File: config.mk
export PLATFORM = sky130hd
export DESIGN_NAME = clock_set_ctrl
export DESIGN_NICKNAME = d
export VERILOG_FILES = /design/src/rtl/clock_set_ctrl_pkg.sv /design/src/rtl/clock_set_ctrl_key_sync_edge.sv /design/src/rtl/clock_set_ctrl.sv
export SDC_FILE = /design/constraint.sdc
export NUM_CORES = 1
export LEC_CHECK = 0
export CORE_MARGIN = 1
export CORE_UTILIZATION = 50
export DETAILED_ROUTE_END_ITERATION = 6
export HOLD_SLACK_MARGIN = 0.12
export PLACE_DENSITY = 0.72
export SLEW_MARGIN = 10
export SYNTH_ARGS = -nofsm -noshare
export SYNTH_HDL_FRONTEND = slang
export SYNTH_SLANG_ARGS = --single-unit
File: constraint.sdc
create_clock -name CLOCK_50 -period 2.1 [get_ports CLOCK_50]
set_input_delay 0.21 -clock CLOCK_50 [delete_from_list [all_inputs] [get_ports CLOCK_50]]
set_output_delay 0.21 -clock CLOCK_50 [all_outputs]
set_load 0.02 [all_outputs]
File: src/rtl/clock_set_ctrl_pkg.sv
// rtl/clock_set_ctrl_pkg.sv - shared types and constants for the clock set-mode controller
package clock_set_ctrl_pkg;

  localparam int NUM_KEYS = 4;
  localparam int KEY_W    = 2;

  localparam logic [KEY_W-1:0] KEY_MIN_DEC = 2'd0;
  localparam logic [KEY_W-1:0] KEY_MIN_INC = 2'd1;
  localparam logic [KEY_W-1:0] KEY_HR_DEC  = 2'd2;
  localparam logic [KEY_W-1:0] KEY_HR_INC  = 2'd3;

  localparam int DEF_BLINK_HALF    = 25_000_000;
  localparam int DEF_HOLD_CYCLES   = 50_000_000;
  localparam int DEF_REPEAT_CYCLES = 12_500_000;

  typedef enum logic [1:0] {
    RUN        = 2'd0,
    SET_IDLE   = 2'd1,
    SET_HOLD   = 2'd2,
    SET_REPEAT = 2'd3
  } state_t;

  // Lowest set bit wins when several keys go down in the same cycle.
  function automatic logic [KEY_W-1:0] lowest_key(input logic [NUM_KEYS-1:0] v);
    lowest_key = '0;
    for (int i = NUM_KEYS - 1; i >= 0; i--) begin
      if (v[i]) lowest_key = KEY_W'(i);
    end
  endfunction

endpackage

File: src/rtl/clock_set_ctrl_key_sync_edge.sv
// rtl/clock_set_ctrl_key_sync_edge.sv - 2-flop key synchronizer with press-edge detect
module key_sync_edge
  import clock_set_ctrl_pkg::*;
(
  input  logic                clk,
  input  logic                reset,
  input  logic [NUM_KEYS-1:0] key,
  output logic [NUM_KEYS-1:0] held,
  output logic [NUM_KEYS-1:0] press
);

  logic [NUM_KEYS-1:0] meta;
  logic [NUM_KEYS-1:0] sync;
  logic [NUM_KEYS-1:0] prev;

  // Reset to "released" so a key held through reset never looks like a fresh press.
  always_ff @(posedge clk) begin
    if (reset) begin
      meta <= '1;
      sync <= '1;
      prev <= '1;
    end else begin
      meta <= key;
      sync <= meta;
      prev <= sync;
    end
  end

  assign held  = ~sync;
  assign press = prev & ~sync;

endmodule

File: src/rtl/clock_set_ctrl.sv
// rtl/clock_set_ctrl.sv - set-mode FSM: key press/hold/auto-repeat strobes and display blink
module clock_set_ctrl
  import clock_set_ctrl_pkg::*;
#(
  parameter int BLINK_HALF    = DEF_BLINK_HALF,
  parameter int HOLD_CYCLES   = DEF_HOLD_CYCLES,
  parameter int REPEAT_CYCLES = DEF_REPEAT_CYCLES
) (
  input  logic                CLOCK_50,
  input  logic                RESET,
  input  logic [NUM_KEYS-1:0] KEY,
  input  logic                SW_SET,
  output logic                set_mode,
  output logic                run_en,
  output logic                cmd_min_dec,
  output logic                cmd_min_inc,
  output logic                cmd_hr_dec,
  output logic                cmd_hr_inc,
  output logic                cmd_sec_clr,
  output logic                blank
);

  localparam int HR_MAX = (HOLD_CYCLES > REPEAT_CYCLES) ? HOLD_CYCLES : REPEAT_CYCLES;
  localparam int CW     = (HR_MAX > 1) ? $clog2(HR_MAX) : 1;
  localparam int BW     = (BLINK_HALF > 1) ? $clog2(BLINK_HALF) : 1;

  localparam logic [CW-1:0] HOLD_LAST   = CW'(HOLD_CYCLES - 1);
  localparam logic [CW-1:0] REPEAT_LAST = CW'(REPEAT_CYCLES - 1);
  localparam logic [BW-1:0] BLINK_LAST  = BW'(BLINK_HALF - 1);

  logic [NUM_KEYS-1:0] held;
  logic [NUM_KEYS-1:0] press;

  key_sync_edge u_key_sync (
    .clk   (CLOCK_50),
    .reset (RESET),
    .key   (KEY),
    .held  (held),
    .press (press)
  );

  logic sw_meta, sw_sync;

  always_ff @(posedge CLOCK_50) begin
    if (RESET) begin
      sw_meta <= 1'b0;
      sw_sync <= 1'b0;
    end else begin
      sw_meta <= SW_SET;
      sw_sync <= sw_meta;
    end
  end

  state_t              state, state_n;
  logic [KEY_W-1:0]    key_idx, key_idx_n;
  logic [CW-1:0]       cnt, cnt_n;
  logic [NUM_KEYS-1:0] strobe_n;
  logic [BW-1:0]       blink_cnt, blink_cnt_n;
  logic                phase, phase_n;

  always_comb begin
    state_n   = state;
    key_idx_n = key_idx;
    cnt_n     = cnt;
    strobe_n  = '0;
    case (state)
      RUN: begin
        cnt_n = '0;
        if (sw_sync) state_n = SET_IDLE;
      end
      SET_IDLE: begin
        cnt_n = '0;
        if (!sw_sync) begin
          state_n = RUN;
        end else if (|press) begin
          key_idx_n = lowest_key(press);
          strobe_n  = 4'b0001 << key_idx_n;
          state_n   = SET_HOLD;
        end
      end
      SET_HOLD: begin
        if (!sw_sync) begin
          state_n = RUN;
          cnt_n   = '0;
        end else if (!held[key_idx]) begin
          state_n = SET_IDLE;
          cnt_n   = '0;
        end else if (cnt == HOLD_LAST) begin
          state_n  = SET_REPEAT;
          cnt_n    = '0;
          strobe_n = 4'b0001 << key_idx;
        end else begin
          cnt_n = cnt + 1'b1;
        end
      end
      SET_REPEAT: begin
        if (!sw_sync) begin
          state_n = RUN;
          cnt_n   = '0;
        end else if (!held[key_idx]) begin
          state_n = SET_IDLE;
          cnt_n   = '0;
        end else if (cnt == REPEAT_LAST) begin
          cnt_n    = '0;
          strobe_n = 4'b0001 << key_idx;
        end else begin
          cnt_n = cnt + 1'b1;
        end
      end
      default: begin
        state_n = RUN;
        cnt_n   = '0;
      end
    endcase
  end

  // Blink is parked at "visible" whenever RUN is involved, so set mode always opens lit.
  always_comb begin
    blink_cnt_n = blink_cnt;
    phase_n     = phase;
    if (state == RUN || state_n == RUN) begin
      blink_cnt_n = '0;
      phase_n     = 1'b1;
    end else if (blink_cnt == BLINK_LAST) begin
      blink_cnt_n = '0;
      phase_n     = ~phase;
    end else begin
      blink_cnt_n = blink_cnt + 1'b1;
    end
  end

  always_ff @(posedge CLOCK_50) begin
    if (RESET) begin
      state       <= RUN;
      key_idx     <= KEY_MIN_DEC;
      cnt         <= '0;
      blink_cnt   <= '0;
      phase       <= 1'b1;
      set_mode    <= 1'b0;
      run_en      <= 1'b1;
      blank       <= 1'b0;
      cmd_min_dec <= 1'b0;
      cmd_min_inc <= 1'b0;
      cmd_hr_dec  <= 1'b0;
      cmd_hr_inc  <= 1'b0;
      cmd_sec_clr <= 1'b0;
    end else begin
      state       <= state_n;
      key_idx     <= key_idx_n;
      cnt         <= cnt_n;
      blink_cnt   <= blink_cnt_n;
      phase       <= phase_n;
      set_mode    <= (state_n != RUN);
      run_en      <= (state_n == RUN);
      blank       <= (state_n != RUN) & ~phase_n;
      cmd_min_dec <= strobe_n[KEY_MIN_DEC];
      cmd_min_inc <= strobe_n[KEY_MIN_INC];
      cmd_hr_dec  <= strobe_n[KEY_HR_DEC];
      cmd_hr_inc  <= strobe_n[KEY_HR_INC];
      cmd_sec_clr <= strobe_n[KEY_MIN_DEC] | strobe_n[KEY_MIN_INC];
    end
  end

endmodule

==> flow_metrics.env <==
export IMPL_ys_warn_count=0
export IMPL_ant_nets=0
export IMPL_initial_utilization_pct=52.6
export IMPL_crit_required_ns=2.38
export IMPL_crit_type="reg -> reg"
export IMPL_yosys_top_cells_count="78 x dfxtp_1, 43 x nor2_1, 29 x nor3_1, 29 x xor2_1, 24 x nand3_1"
export IMPL_fmax_mhz=505
export IMPL_rows=29
export IMPL_yosysSeqAreaShare_pct=45.9
export IMPL_syn_num_nets=384
export IMPL_drc=3
export IMPL_clock_sinks=78
export IMPL_n_antenna_cell=0
export IMPL_violations="DRC"
export IMPL_worst_pin_slew_ns=0.509
export IMPL_path_buf_inv=1
export IMPL_slew_viol_final=0
export IMPL_root_buffer="clkbuf_8"
export IMPL_syn_area_sq_um=3400
export IMPL_avgSynthCellArea_sq_um=9.06
export IMPL_hold_violations=0
export IMPL_wl_per_cell_um=13.6
export IMPL_ys_top_cells_by_area="dfxtp_1 46%, xor2_1 7.5%, nor2_1 4.7%"
export IMPL_post_cts_buffers=0
export IMPL_cp_num_cells=5
export IMPL_drive_gt1_share_pct=14.0
export IMPL_io_pin_count=15
export IMPL_cp_cell_sequence="mux2i_1 > a22o_1 > or3b_1 > buf_12 > nor2_1"
export IMPL_synth_cell_types=47
export IMPL_period_needed_ns=1.98
export IMPL_r2r_start="key_idx[1]$_SDFFE_PP0P_"
export IMPL_grt_pass1_vias=2540
export IMPL_synth_flop_cell="dfxtp_1"
export IMPL_first_pass_iters=6
export IMPL_htree_levels=3
export IMPL_yosys_register_bits=78
export IMPL_rrSetupSlack_ns=0.12
export IMPL_timing_rr_end="cnt[5]$_SDFF_PP0_"
export IMPL_worstRegToRegCells=5
export IMPL_pwr_share_seq_pct=57.3
export IMPL_crit_family="simple AND/OR/NAND/NOR gates"
export IMPL_clk_path_buf_depth=2
export IMPL_synthArstFlopShare_pct=0
export IMPL_grt_overflow=0
export IMPL_hold_ws_ns=0.407
export IMPL_synth_top_area_share_pct=45.9
export IMPL_cts_inserted_buffers=9
export IMPL_finClkSkew_ns=0.00910
export IMPL_setup_tns_ns=0
export IMPL_synth_enable_flop_cells=0
export IMPL_final_util_pct=60.1
export IMPL_fillers=584
export IMPL_grt_usage_pct=20.1
export IMPL_die_height_um=84.4
export IMPL_combPwrFrac_pct=2.2
export IMPL_critPathCapture="cnt[5]$_SDFF_PP0_"
export IMPL_core_area_sq_um=6460
export IMPL_hp_class="in -> reg"
export IMPL_critPathLaunchType="register"
export IMPL_crit_path_max_fanout=26
export IMPL_die_area_sq_um=7130
export IMPL_slowest_delay_ns=0.49
export IMPL_status="complete, but fails checks"
export IMPL_cap_violations=0
export IMPL_p_int_mw=1.98
export IMPL_cts_tree="done"
export IMPL_power_switching_uw=635
export IMPL_syn_inst=375
export IMPL_pwr_share_clk_pct=40.5
export IMPL_setup_viol=0
export IMPL_power_density_nw_per_um2=673
export IMPL_portBuffers=14
export IMPL_peakVddDrop_uv=405
export IMPL_die_x_um=84.4
export IMPL_worstSetupEndpointType="register"
export IMPL_grt_start_max_net_pins=27
export IMPL_drtIter0Drc=125
export IMPL_yosys_cell_count_top_type="dfxtp_1"
export IMPL_via_per_inst=5.54
export IMPL_clk_latency_ns=0.35
export IMPL_hpwl_mm=4.64
export IMPL_place_congestion=0.910
export IMPL_startpoint="key_idx[1]$_SDFFE_PP0P_"
export IMPL_clk_pin_slew_ns=0.09
export IMPL_max_slew_margin_pct=66.0
export IMPL_rsz0062_at_grt="no"
export IMPL_grt_pass1_wl_mm=11.4
export IMPL_switching_share_pct=24.3
export IMPL_hold_depth=2
export IMPL_drt_total_wl_mm=6.60
export IMPL_fin_crit_sh_pct=94.2
export IMPL_antenna_found_initial=0
export IMPL_yosys_area_top_type="dfxtp_1"
export IMPL_areaGrowthSynthToFinish_pct=14.3
export IMPL_nNetsFinal=412
export IMPL_vias=2686
export IMPL_crit_path_top_delay_cell="dfxtp_1"
export IMPL_p_leak_nw=1.25
export IMPL_cp_arrival_ns=2.26
layer usage:
layer  track usage, %  wire length, um  vias to the layer above
met5                0                0                        -
met2             34.0             3270                       46
li1                 -                -                     1367
met3             5.01              248                        6
met1             24.3             3010                     1267
met4             8.94               62                        0
area by class of cell:
cell class	count	area, sq um	share of cell area [%]
Timing Repair Buffer	32	288	7.41
Multi-Input combinational cell	275	1720	44.4
Clock buffer	9	124	3.19
Tap cell	77	96.3	2.48
Sequential cell	78	1560	40.2
Clock inverter	7	63.8	1.64
Inverter	7	26.3	0.677
state kept, by name (all words and copies together), names as in the netlist:
name             cells
blink_cnt           25
phase                1
cmd_sec_clr          1
u_key_sync.meta      4
sw_meta              1
cmd_min_inc          1
state                2
cmd_hr_dec           1
run_en               1
cnt                 26
u_key_sync.sync      4
key_idx              2
u_key_sync.prev      4
cmd_min_dec          1
set_mode             1
blank                1
sw_sync              1
cmd_hr_inc           1
worst min path at each step:
| stage | endpoint | slack [ns] | from |
|---|---|---|---|
| final | sw_meta$_SDFF_PP0_ | 0.41 | SW_SET |
| after floorplan | u_key_sync.meta[0]$_SDFF_PP1_ | 0.31 | KEY[0] |
| after global routing | u_key_sync.meta[3]$_SDFF_PP1_ | 0.39 | KEY[3] |
| after CTS | sw_meta$_SDFF_PP0_ | 0.39 | SW_SET |
| after detailed placement | u_key_sync.sync[2]$_SDFF_PP1_ | 0.39 | u_key_sync.meta[2]$_SDFF_PP1_ |
| after global placement | u_key_sync.sync[0]$_SDFF_PP1_ | 0.39 | u_key_sync.meta[0]$_SDFF_PP1_ |
cells by family after synthesis:
kind of cell             after synthesis  share of synthesized area (%)
flip-flops                            78                           45.9
AND/OR/NAND/NOR                      202                           32.4
AO/OA/AOI/OAI                         23                           4.93
adder cells (fa/ha/maj)                2                          0.736
buffers and inverters                 22                           3.57
multiplexers                           2                          0.589
XOR/XNOR                              46                           11.9
timing repair:
action,in CTS,in global routing
hold buffers,0,0
gates resized for setup,0,2
endpoints found under the setup margin,0,3
power by group through the flow:
stage / registers [mW] / clock network (mW) / logic, mW
final: 1.50 / 1.06 / 0.0571
after detailed placement: 1.53 / 0 / 0.0567
after global placement: 1.53 / 0 / 0.0556
after CTS: 1.50 / 1.10 / 0.0576
after global routing: 1.50 / 1.17 / 0.0620
after floorplan: 1.53 / 0 / 0.0326
cell usage in the layout, fill, tap and decap left out, drive strengths merged, types with 17 or more instances in the layout:
cell,n
buf,18
dfxtp,78
nand2,20
nand3,24
nand4,19
nor2,43
nor3,30
xnor2,17
xor2,29
stage by stage:
| step | setup WS, ns | std cells | area [sq um] | power (mW) |
|---|---|---|---|---|
| CTS | 0.142 | 485 | 3870 | 2.65 |
| floorplan | 0.256 | 375 | 3400 | 1.56 |
| global route | 0.0162 | 485 | 3880 | 2.73 |
| global placement | 0.217 | 469 | 3690 | 1.59 |
| finish | 0.121 | 485 | 3880 | 2.61 |
| detailed placement | 0.160 | 469 | 3690 | 1.59 |
Power figures use the tool's default switching activity.
